==> src/rtl/i2s_pkg.sv <==
// i2s_pkg
// Shared constants for the I2S transmit path: default sample and slot widths,
// the LRCK encoding of the two channel slots, and the frame length in BCLK
// periods (one left slot followed by one right slot).
package i2s_pkg;

  localparam int DATA_W_DEF    = 16;
  localparam int SLOT_W_DEF    = 32;
  localparam int BCLK_HALF_DEF = 2;

  localparam logic LRCK_LEFT  = 1'b0;
  localparam logic LRCK_RIGHT = 1'b1;

  localparam int FRAME_LEN_DEF = 2 * SLOT_W_DEF;

  // Frame length for an arbitrary slot width.
  function automatic int frame_len(input int slot_w);
    return 2 * slot_w;
  endfunction

endpackage

==> src/rtl/i2s_clk_gen.sv <==
// i2s_clk_gen
// Divides the system clock down to the I2S bit clock and flags the CLK cycle
// in which BCLK is about to change, so downstream registers can update in
// lock-step with the BCLK edge they belong to.
// Ports:
//   clk        in   system clock
//   rst_n      in   asynchronous active-low reset
//   enable     in   1=run; 0=divider held at 0 and BCLK held low
//   bclk       out  registered bit clock
//   bclk_fall  out  high in the CLK cycle whose edge takes BCLK 1->0
//   bclk_rise  out  high in the CLK cycle whose edge takes BCLK 0->1
module i2s_clk_gen #(
  parameter int BCLK_HALF = 2
) (
  input  logic clk,
  input  logic rst_n,
  input  logic enable,
  output logic bclk,
  output logic bclk_fall,
  output logic bclk_rise
);

  localparam int DIV_W = (BCLK_HALF > 1) ? $clog2(BCLK_HALF) : 1;

  logic [DIV_W-1:0] div_cnt;
  logic             div_tc;

  assign div_tc = (div_cnt == DIV_W'(BCLK_HALF - 1));

  // The strobes are decoded from the current BCLK level so they coincide with
  // the CLK edge that actually flips BCLK.
  assign bclk_fall = enable & div_tc & bclk;
  assign bclk_rise = enable & div_tc & ~bclk;

  always_ff @(posedge clk or negedge rst_n) begin
    if (!rst_n) begin
      div_cnt <= '0;
      bclk    <= 1'b0;
    end else if (!enable) begin
      div_cnt <= '0;
      bclk    <= 1'b0;
    end else if (div_tc) begin
      div_cnt <= '0;
      bclk    <= ~bclk;
    end else begin
      div_cnt <= div_cnt + 1'b1;
    end
  end

endmodule

==> src/rtl/i2s_tx_serializer.sv <==
// i2s_tx_serializer
// I2S master transmitter. Stereo sample pairs arrive over valid/ready into a
// one-deep holding register; at every frame boundary the held pair (or
// silence, if nothing is held) moves into the output word registers and is
// sent MSB first, one BCLK after the LRCK edge, zero padded to the slot end.
// Ports:
//   clk          in   system clock
//   rst_n        in   asynchronous active-low reset
//   enable       in   1=run; 0=idle with BCLK low and counters at reset
//   s_valid      in   sample pair offered
//   s_ready      out  holding register empty
//   s_left       in   left sample, two's complement
//   s_right      in   right sample, two's complement
//   bclk         out  bit clock
//   lrck         out  0=left slot, 1=right slot
//   aud_out      out  serial data to the DAC (also the loopback source)
//   frame_start  out  1-CLK pulse when a frame's left slot begins
//   underrun     out  1-CLK pulse when a frame starts with nothing held
module i2s_tx_serializer
  import i2s_pkg::*;
#(
  parameter int DATA_W    = DATA_W_DEF,
  parameter int SLOT_W    = SLOT_W_DEF,
  parameter int BCLK_HALF = BCLK_HALF_DEF
) (
  input  logic              clk,
  input  logic              rst_n,
  input  logic              enable,
  input  logic              s_valid,
  output logic              s_ready,
  input  logic [DATA_W-1:0] s_left,
  input  logic [DATA_W-1:0] s_right,
  output logic              bclk,
  output logic              lrck,
  output logic              aud_out,
  output logic              frame_start,
  output logic              underrun
);

  localparam int FRAME_LEN = frame_len(SLOT_W);
  localparam int CNT_W     = $clog2(FRAME_LEN);
  localparam int IDX_W     = (DATA_W > 1) ? $clog2(DATA_W) : 1;

  logic              bclk_fall;
  logic              bclk_rise_unused;
  logic [CNT_W-1:0]  bit_cnt;
  logic [CNT_W-1:0]  bit_cnt_nxt;
  logic [CNT_W-1:0]  slot_pos;
  logic [IDX_W-1:0]  bit_idx;
  logic              next_right;
  logic              next_aud;
  logic              frame_load;
  logic              transfer;
  logic              hold_valid;
  logic [DATA_W-1:0] hold_left;
  logic [DATA_W-1:0] hold_right;
  logic [DATA_W-1:0] left_word;
  logic [DATA_W-1:0] right_word;

  // Data launches on the falling BCLK edge, so the rise strobe has no user here.
  i2s_clk_gen #(
    .BCLK_HALF (BCLK_HALF)
  ) u_clk_gen (
    .clk       (clk),
    .rst_n     (rst_n),
    .enable    (enable),
    .bclk      (bclk),
    .bclk_fall (bclk_fall),
    .bclk_rise (bclk_rise_unused)
  );

  assign s_ready    = ~hold_valid;
  assign transfer   = s_valid & ~hold_valid;
  assign frame_load = bclk_fall & (bit_cnt == CNT_W'(FRAME_LEN - 1));

  // Select the bit for the upcoming BCLK period. Slot position 0 is the
  // I2S delay bit, 1..DATA_W carry the word MSB first, the rest is padding.
  // Position 0 is also where a frame load lands, so the freshly loaded words
  // are never read in the cycle they are written.
  always_comb begin
    bit_cnt_nxt = (bit_cnt == CNT_W'(FRAME_LEN - 1)) ? '0 : bit_cnt + 1'b1;
    next_right  = (bit_cnt_nxt >= CNT_W'(SLOT_W));
    slot_pos    = next_right ? bit_cnt_nxt - CNT_W'(SLOT_W) : bit_cnt_nxt;
    bit_idx     = IDX_W'(DATA_W - int'(slot_pos));
    next_aud    = 1'b0;
    if (slot_pos != '0 && slot_pos <= CNT_W'(DATA_W)) begin
      next_aud = next_right ? right_word[bit_idx] : left_word[bit_idx];
    end
  end

  always_ff @(posedge clk or negedge rst_n) begin
    if (!rst_n) begin
      bit_cnt    <= CNT_W'(FRAME_LEN - 1);
      lrck       <= LRCK_RIGHT;
      aud_out    <= 1'b0;
      left_word  <= '0;
      right_word <= '0;
    end else if (!enable) begin
      bit_cnt    <= CNT_W'(FRAME_LEN - 1);
      lrck       <= LRCK_RIGHT;
      aud_out    <= 1'b0;
    end else if (bclk_fall) begin
      bit_cnt <= bit_cnt_nxt;
      lrck    <= next_right ? LRCK_RIGHT : LRCK_LEFT;
      aud_out <= next_aud;
      if (frame_load) begin
        left_word  <= hold_valid ? hold_left  : '0;
        right_word <= hold_valid ? hold_right : '0;
      end
    end
  end

  always_ff @(posedge clk or negedge rst_n) begin
    if (!rst_n) begin
      frame_start <= 1'b0;
      underrun    <= 1'b0;
    end else begin
      frame_start <= frame_load;
      underrun    <= frame_load & ~hold_valid;
    end
  end

  // A transfer can only happen while the register is empty and a load only
  // drains it while full, so the two never compete for hold_valid. A pair
  // arriving on the load cycle therefore waits for the following frame.
  always_ff @(posedge clk or negedge rst_n) begin
    if (!rst_n) begin
      hold_valid <= 1'b0;
      hold_left  <= '0;
      hold_right <= '0;
    end else if (transfer) begin
      hold_valid <= 1'b1;
      hold_left  <= s_left;
      hold_right <= s_right;
    end else if (frame_load && hold_valid) begin
      hold_valid <= 1'b0;
    end
  end

endmodule

==> config.mk <==
export PLATFORM = sky130hd
export DESIGN_NAME = i2s_tx_serializer
export DESIGN_NICKNAME = d
export VERILOG_FILES = /design/src/rtl/i2s_pkg.sv /design/src/rtl/i2s_clk_gen.sv /design/src/rtl/i2s_tx_serializer.sv
export SDC_FILE = /design/constraint.sdc
export NUM_CORES = 1
export LEC_CHECK = 0
export ABC_AREA = 1
export CAP_MARGIN = 20
export CORE_MARGIN = 4
export CORE_UTILIZATION = 30
export DETAILED_ROUTE_END_ITERATION = 8
export DONT_BUFFER_PORTS = 1
export GPL_TIMING_DRIVEN = 1
export SYNTH_ARGS = -nofsm -noshare
export SYNTH_HDL_FRONTEND = slang
export SYNTH_SLANG_ARGS = --single-unit
==> constraint.sdc <==
create_clock -name clk -period 3 [get_ports clk]
set_input_delay 0.6 -clock clk [delete_from_list [all_inputs] [get_ports clk]]
set_output_delay 0.6 -clock clk [all_outputs]
set_load 0.01 [all_outputs]
Yosys cells after proc, flatten, opt, wreduce, memory -nomap -nowiden. Index checks and enable logic that the tools add are counted.

Order comparisons: 3. Multiplexer cells: 23. Bitwise gates (word level): 7. Eq/ne operators: 3. $add $sub $neg: 4. Reduce and logical (&&, ||, !) cells: 5.

Operators by type and width (count): $mux W16 (2); $mux W6 (4); $mux W1 (15); $bmux W1 S4 (2); $add A6 B1 Y6 const B (1); $eq A6 B6 Y1 const B (1); $ge A6 B6 Y1 const B (1); $le A6 B5 Y1 const B (1); $reduce_bool A6 Y1 (1); $sub A6 B6 Y6 const B (1); $and A1 B1 Y1 (5); $lt A4 B5 Y1 const B (1); $ne A2 B1 Y1 const B (2); $sub A1 B4 Y4 const A (1); $reduce_and A3 Y1 (1); $logic_and A1 B1 Y1 (2); $not A1 Y1 (2); $reduce_bool A2 Y1 (1); $add A1 B1 Y1 const B (1).

Output and inout port bits: 6. Word-level logic and storage cells: 57. Flip-flop bits (word level): 77. Input bits: 36.

Depth between registers and ports, before layout. Gate-level depths: netlist of run 1.

Depth after elaboration: 11. Depth in mapped cells: 14. Gate-level depth less buffers: 13.

Hierarchy. A second synthesis of run 1 with hierarchy kept.

Cells, all modules: 374. Area, all modules: 3633.5 µm².

Modules (own cells, without submodules): i2s_tx_serializer (seq. area each 1885.6 µm², cells an instance 362, instances 1, area an instance 3543.4 µm²); i2s_clk_gen (seq. area each 50.0 µm², cells an instance 12, instances 1, area an instance 90.1 µm²).

Worst setup path after synthesis of run 1. Ideal clock, no wire load.

Path type: reg-to-reg. From: reg bit_cnt[0]. To: reg aud_out. Period minus slack after synthesis: 1.842 ns. Stages on the path, launching flop included: 11. Arrival time: 1.777 ns. Setup slack: 1.158 ns. Path buffers: 1. Data required time: 2.935 ns. Setup time: 0.065 ns. Cell sequence: dfstp_2 > ha_1 > nand2_4 > nor2_4 > nand2_4 > buf_6 > a31oi_1 > ha_1 > nor2_1 > nand3_1 > nand2_1.

Cells in the longest elaborated chain, start to end: 11. Elaborated cells on any way between the ends: 18. Those cells by class: add/sub (3); order compare (2); eq/ne (1); mux (10); reduce/logical (2).

Ends and longest elaborated chain: from (decl) (RTL line i2s_tx_serializer.sv:46) `logic [CNT_W-1:0] bit_cnt;`; from (signal assigned) (RTL line i2s_tx_serializer.sv:93) `bit_cnt <= CNT_W'(FRAME_LEN - 1);`; from (signal assigned) (RTL line i2s_tx_serializer.sv:99) `bit_cnt <= CNT_W'(FRAME_LEN - 1);`; from (signal assigned) (RTL line i2s_tx_serializer.sv:103) `bit_cnt <= bit_cnt_nxt;`; $add A6 B1 Y6 / $eq A6 B6 Y1 (equally long branches) (RTL line i2s_tx_serializer.sv:81) `bit_cnt_nxt = (bit_cnt == CNT_W'(FRAME_LEN - 1)) ? '0 : bit_cnt + 1'b1;`; $mux W6 (*) (RTL line i2s_tx_serializer.sv:81); $sub A6 B6 Y6 / $ge A6 B6 Y1 (equally long branches) (RTL line i2s_tx_serializer.sv:83, i2s_tx_serializer.sv:82); $mux W6 (RTL line i2s_tx_serializer.sv:83) `slot_pos = next_right ? bit_cnt_nxt - CNT_W'(SLOT_W) : bit_cnt_nxt;`; $sub A1 B4 Y4 (RTL line i2s_tx_serializer.sv:84) `bit_idx = IDX_W'(DATA_W - int'(slot_pos));`; $bmux W1 S4 (RTL line i2s_tx_serializer.sv:87) `next_aud = next_right ? right_word[bit_idx] : left_word[bit_idx];`; $mux W1 (not written as such) (RTL line i2s_tx_serializer.sv:87); $mux W1 (RTL line i2s_tx_serializer.sv:87); $mux W1 (*) (RTL line i2s_tx_serializer.sv:86) `if (slot_pos != '0 && slot_pos <= CNT_W'(DATA_W)) begin`; $mux W1 (*) (RTL line i2s_tx_serializer.sv:102) `end else if (bclk_fall) begin`; $mux W1 (*) (RTL line i2s_tx_serializer.sv:98) `end else if (!enable) begin`; to (signal assigned) (RTL line i2s_tx_serializer.sv:105) `aud_out <= next_aud;`; to (decl) (RTL line i2s_tx_serializer.sv:35) `output logic aud_out,`.

Mark *: on every way between the ends. The rest lies on a longest branch, timed or not. The select of a mux whose other input is x is not followed. A chain may end at the register's enable or synchronous reset.

Final worst setup path of run 1.
From: reg bit_cnt[0]. To: reg left_word[13].

Cells in the longest elaborated chain, start to end: 3.

Ends and longest elaborated chain: $eq A6 B6 Y1 (RTL line i2s_tx_serializer.sv:74) `assign frame_load = bclk_fall & (bit_cnt == CNT_W'(FRAME_LEN - 1));`; $and A1 B1 Y1 (RTL line i2s_tx_serializer.sv:74); $reduce_and A3 Y1 (no line); to (signal assigned) (RTL line i2s_tx_serializer.sv:107) `left_word <= hold_valid ? hold_left : '0;`; to (decl) (RTL line i2s_tx_serializer.sv:57) `logic [DATA_W-1:0] left_word;`.

Every way passes these cells.

==> results of run 1 <==
==> cell families (layout without fill, tap and decap cells) <==
| kind of cell | count (synthesis) | count (layout) | synth area share [%] |
|---|---|---|---|
| adders and majority gates | 2 | 2 | 0.709 |
| buffers and inverters | 75 | 75 | 9.11 |
| AOI/OAI and AO/OA | 63 | 63 | 9.93 |
| xor gates and xnor gates | 4 | 4 | 0.993 |
| DFF | 77 | 77 | 54.8 |
| and+or+nand+nor | 192 | 192 | 24.4 |
==> final timing paths <==
check	start	to	slack (ns)
worst max-delay path	bit_cnt[0]$_DFFE_PN1P_	left_word[13]$_DFFE_PN0P_	0.67
min in group clk	s_right[15]	hold_right[15]$_DFFE_PN0P_	0.38
worst max register to register	bit_cnt[0]$_DFFE_PN1P_	left_word[13]$_DFFE_PN0P_	0.67
worst min-delay path	rst_n	bit_cnt[2]$_DFFE_PN1P_	0.11
worst min register to register	u_clk_gen.div_cnt$_DFF_PN0_	u_clk_gen.div_cnt$_DFF_PN0_	0.47
max in group asynchronous	rst_n	u_clk_gen.div_cnt$_DFF_PN0_	2.58
==> power by group <==
| part | leakage [nW] | internal [mW] | switching (mW) |
|---|---|---|---|
| registers | 0.937 | 1.45 | 0.153 |
| clock network | 0.146 | 0.626 | 0.404 |
| logic | 0.877 | 0.276 | 0.460 |
| total | 1.96 | 2.35 | 1.02 |
==> cell type report <==
cell class | instances | area (um2) | area share [%]
multi-input cells | 261 | 1270 | 32.3
clock buffers | 13 | 270 | 6.86
inverters | 56 | 210 | 5.33
well taps | 143 | 179 | 4.54
clock inverters | 3 | 18.8 | 0.476
flip-flops and latches | 77 | 1940 | 49.1
repair buffers | 3 | 55.1 | 1.40
==> routing by layer <==
layer | share of wire, % | vias to the layer above
met5 | 0 | -
met4 | 2.1 | 0
met3 | 3.7 | 11
met2 | 46 | 40
met1 | 48 | 1202
li1 | - | 1299
==> critical path, delay by kind of cell (launching register included) <==
family / cells / cell delay [ns]
flip-flops: 1 / 0.56
adder cells (fa/ha/maj): 1 / 0.27
AND/OR/NAND/NOR: 5 / 1.07
AO/OA/AOI/OAI: 1 / 0.32
==> cells in the final DEF, fill, tap and decap left out, types with 2 or more instances in the layout <==
| cell type | count |
|---|---|
| nand2_1 | 127 |
| nand3_2 | 7 |
| clkinv_2 | 2 |
| inv_1 | 54 |
| o21ai_0 | 43 |
| nor2_4 | 2 |
| nor2_1 | 13 |
| a22oi_1 | 2 |
| a21oi_1 | 4 |
| clkinv_1 | 2 |
| clkbuf_8 | 3 |
| o22ai_1 | 12 |
| nand4_1 | 2 |
| nand2_4 | 2 |
| clkbuf_16 | 9 |
| dfstp_2 | 7 |
| nand3_1 | 36 |
| ha_1 | 2 |
| xor2_1 | 3 |
| dfrtp_1 | 70 |
==> state kept, by name, summed over array words and instances, names as in the netlist <==
register           count
hold_left             16
hold_right            16
left_word             16
right_word            16
bit_cnt                6
aud_out                1
frame_start            1
hold_valid             1
lrck                   1
u_clk_gen.bclk         1
u_clk_gen.div_cnt      1
underrun               1
==> flow_summary.yaml, run 1 <==
logic_synthesis:
  synth.most_common_cell: "nand2_1"
  synth_top_area_share_pct: 49.6
  syn-mean-instance-area_um2: 8.55
  synth_edf_count: 0
  ys_ff_latch: 77
  synth_area_leaders: "dfrtp_1, nand2_1, o21ai_0, inv_1, dfstp_2"
  yosysWarnings: 0
  synth_area_um2: 3530
  synthFlopType: "dfrtp_1"
  synth_seq_area_share_pct: 54.8
  synthesis.nets: 451
  async_reset_ff_share_pct: 100
  yosysTopAreaCell: "dfrtp_1"
  netlist_instances: 413
  ys_top_cells_by_count: "nand2_1, dfrtp_1, inv_1, o21ai_0, nand3_1"
  ys_types: 26
worst_hold_path:
  hold_path.class: "input port to asynchronous set/reset pin"
power_and_ir_drop:
  ir_worst_vdd_uv: 361
  total_power_mw: 3.37
  powerDensity_nw_per_um2: 854
  leakage_nw: 1.96
timing:
  finalCritPeriodShare_pct: 77.6
  rsz0062_at_grt: "false"
  finalWorstSetupSlack_ns: 0.672
  max_freq_mhz: 430
  skew_ns: 0.00471
  hold_viol_final: 0
  worst_slew_margin_rel_pct: 60.8
  worstMarginPinSlew_ns: 0.587
  fin_crit_ns: 2.33
  tns_ns: 0
  setup_viol: 0
  slew_viol_final: 0
  hold_ws_ns: 0.108
route:
  drt_first_iter_violations: 192
  wl_per_cell_um: 13.5
  dr.pass1.iters: 4
  via_per_inst: 4.59
  drc_errors: 0
  antenna_left: 0
  wl_mm: 7.51
  vias: 2552
critical_path:
  cp_slowest_cell: "dfstp_2"
  reg2reg_depth: 7
  arrival_ns: 2.56
  path_max_fanout: 18
  worstPathCellList: "ha_1 > nand2_4 > nor2_4 > nand2_4 > nor2_4 > nand2_1 > o21ai_0"
  end_kind: "flip-flop"
  cp_slowest_stage_delay_ns: 0.56
  crit_type: "flip-flop to flip-flop"
  cp-start-kind: "flip-flop"
  required_ns: 3.24
finish:
  antenna_cells: 0
  fin_util_pct: 34.4
  final_nets: 446
  drive_above_1_share_pct: 9.44
  fill_cells: 1154
  final_cell_area_um2: 3940
  finalNonFillerCells: 556
  areaGrowthSynthToFinish_pct: 11.7
floorplanning:
  coreArea_um2: 11500
  die_width_um: 116
  row_count: 39
  start_util_pct: 30.8
  die_area_um2: 13600
  dieHeight_um: 116
  ioPinCount: 42
cts:
  ctsResizeCount: 0
  clkTransAtPathRegs_ns: 0.06
  clockBufferDepth: 2
  cts.sinks: 77
  cts_tree: "built"
  insertion_delay_ns: 0.33
  h-tree-depth: 3
  cts_hold_buf: 1
  post_cts_buffers: 0
  numCtsBuffers: 9
  root_buffer: "clkbuf_16"
grt:
  grtUsageMet2_pct: 18.7
  grt_pass1_wl_mm: 13.2
  grt_max_degree: 71
  gr-total-overflow: 0
  met1_usage_pct: 16.7
  grt_usage_pct: 12.4
  grtUsageMet3_pct: 4.40
  grt-busiest-layer: "met2"
  grt_pass1_vias: 2636
  antenna_found_initial: 0
outcome:
  outcome: "completed"
place:
  dpl_cell_area_um2: 3620
  gp_congestion: 0.836
  dpl.cell_count: 539
  dp.final_hpwl_mm: 5.13
  pre_cts_slack_ns: 0.663
  portBuffers: 0
job:
  maxCapViolCount: 0
No activity file was read; power rests on OpenSTA's default activity.
==> run 2, diff against run 1 <==
clock period = 2 ns   (was 3 ns; I/O delays follow)
==> run 2 against run 1 <==
The run now ends with hold timing left; clock skew barely moved; register-to-register slack got worse by 0.57 ns; die area did not move; non-clock buffer count rose by 15; via count rose by 1.4%; combinational power rose by 54%; sequential share of layout area fell by 1.4 points; wire length rose by 1.1%; cell area rose by 3.0%; critical endpoint is now aud_out$_DFFE_PN0P_.
==> flow_summary.yaml, run 2 (synthesis gave the netlist of run 1 again) <==
outcome:
  outcome: "finished, violations left"
  violations: "hold timing"
critical_path:
  r2r_slack_ns: 0.11
  cp_slowest_cell: "dfstp_2"
  reg2reg_depth: 11
  cp_slowest_stage_delay_ns: 0.57
  cp-start-kind: "flip-flop"
  required_ns: 2.22
  crit_type: "flip-flop to flip-flop"
  end_kind: "flip-flop"
  path_max_fanout: 8
  r2r-end: "aud_out$_DFFE_PN0P_"
  worstPathCellList: "ha_4 > nand2_4 > nor2_4 > nand2_4 > nand3_1 > xor2_1 > nand3_1 > nand2_1 > nand2_1 > nand3_1 > nand2_1"
  arrival_ns: 2.12
  r2r_start: "bit_cnt[0]$_DFFE_PN1P_"
timing:
  hold_viol_final: 77
  setup_viol: 0
  slew_viol_final: 0
  worst_slew_margin_rel_pct: 69.6
  finalCritPeriodShare_pct: 94.7
  fin_crit_ns: 1.89
  hold_ws_ns: -0.238
  worstMarginPinSlew_ns: 0.456
  max_freq_mhz: 528
  skew_ns: 0.00513
finish:
  areaGrowthSynthToFinish_pct: 15.0
  finalNonFillerCells: 569
  drive_above_1_share_pct: 13.1
  final_cell_area_um2: 4060
  layout_common_cells: "nand2_1, dfrtp_1, inv_1, o21ai_0, nand3_1"
  fill_cells: 1167
  layout.cells.most_common: "nand2_1"
  antenna_cells: 0
  final_nets: 461
power_and_ir_drop:
  powerDensity_nw_per_um2: 1250
  ir_worst_vdd_uv: 464
  leakage_nw: 2.02
route:
  dr.pass1.iters: 4
  wl_mm: 7.59
  wl_per_cell_um: 13.3
  antenna_left: 0
  vias: 2589
  drt_first_iter_violations: 155
  via_per_inst: 4.55
  drc_errors: 0
place:
  dpl.cell_count: 553
  portBuffers: 0
  gp_congestion: 0.926
  dp.final_hpwl_mm: 5.28
  dpl_cell_area_um2: 3730
cts:
  cts_tree: "built"
  h-tree-depth: 3
  cts.sinks: 77
  insertion_delay_ns: 0.33
  root_buffer: "clkbuf_16"
  clockBufferDepth: 2
  numCtsBuffers: 9
  clkTransAtPathRegs_ns: 0.06
floorplanning:
  coreArea_um2: 11500
  row_count: 39
  ioPinCount: 42
  die_width_um: 116
  die_area_um2: 13600
  start_util_pct: 30.8
  dieHeight_um: 116
grt:
  gr-total-overflow: 0
  grt_max_degree: 78
  grt_pass1_vias: 2646
  grt_usage_pct: 12.1
  grt_pass1_wl_mm: 12.9
  antenna_found_initial: 0
job:
  maxCapViolCount: 0
worst_hold_path:
  hold_path.class: "input port to asynchronous set/reset pin"
-- run 2: timing repair --
item                                   CTS  global route
buffers inserted                         0             2
endpoints found under the hold margin   77            77
resized for setup                        0             7
setup endpoints to repair                0            10
-- run 2: power breakdown --
group	internal [mW]	total [mW]	switching [mW]
Clock	0.947	1.56	0.616
Combinational	0.445	1.13	0.680
Sequential	2.17	2.39	0.223
-- run 2: per-stage QoR --
step | utilization [%] | setup WS, ns | setup TNS [ns] | power, mW
after floorplan | - | 0.158 | 0 | 3.23
after global placement | 32.5 | 0.0944 | 0 | 3.49
after detailed placement | 32.5 | 0.0305 | 0 | 3.54
after CTS | 35.0 | 0.0177 | 0 | 5.13
after global routing | 35.4 | -0.00585 | -0.00585 | 5.44
final | 35.4 | 0.106 | 0 | 5.08
-- run 2: final cells by class --
type	instances	area, um2	share of cell area, %
clock buffers	9	225	5.55
clock inverters	5	53.8	1.33
inverters	56	214	5.27
multi-input cells	261	1290	31.9
flip-flops and latches	77	1940	47.7
well taps	143	179	4.41
repair buffers	18	155	3.82
-- run 2: how the worst max path moves through the flow --
| stage | startpoint | to | cells after the start |
|---|---|---|---|
| 2_1_floorplan | bit_cnt[0]$_DFFE_PN1P_ | aud_out$_DFFE_PN0P_ | 10 |
| 3_3_place_gp | bit_cnt[0]$_DFFE_PN1P_ | aud_out$_DFFE_PN0P_ | 14 |
| 3_5_place_dp | bit_cnt[0]$_DFFE_PN1P_ | left_word[0]$_DFFE_PN0P_ | 8 |
| 4_1_cts | bit_cnt[0]$_DFFE_PN1P_ | left_word[0]$_DFFE_PN0P_ | 8 |
| 5_1_grt | bit_cnt[0]$_DFFE_PN1P_ | aud_out$_DFFE_PN0P_ | 14 |
| 6_report | bit_cnt[0]$_DFFE_PN1P_ | aud_out$_DFFE_PN0P_ | 11 |
-- run 2: routing by layer --
metal  GRT usage [%]  part of all wire, %  vias up
li1                -                    -     1324
met1            16.7                   48     1217
met2            18.1                   46       37
met3            3.26                  4.1       11
met4            5.10                  2.3        0
met5               0                    0        -
-- run 2: critical path: cells and delay by family, from the launching register on --
kind / cells / cell delay (ns)
simple gates: 9 / 0.80
fa+ha+maj: 1 / 0.18
xor+xnor: 1 / 0.24
flops: 1 / 0.57
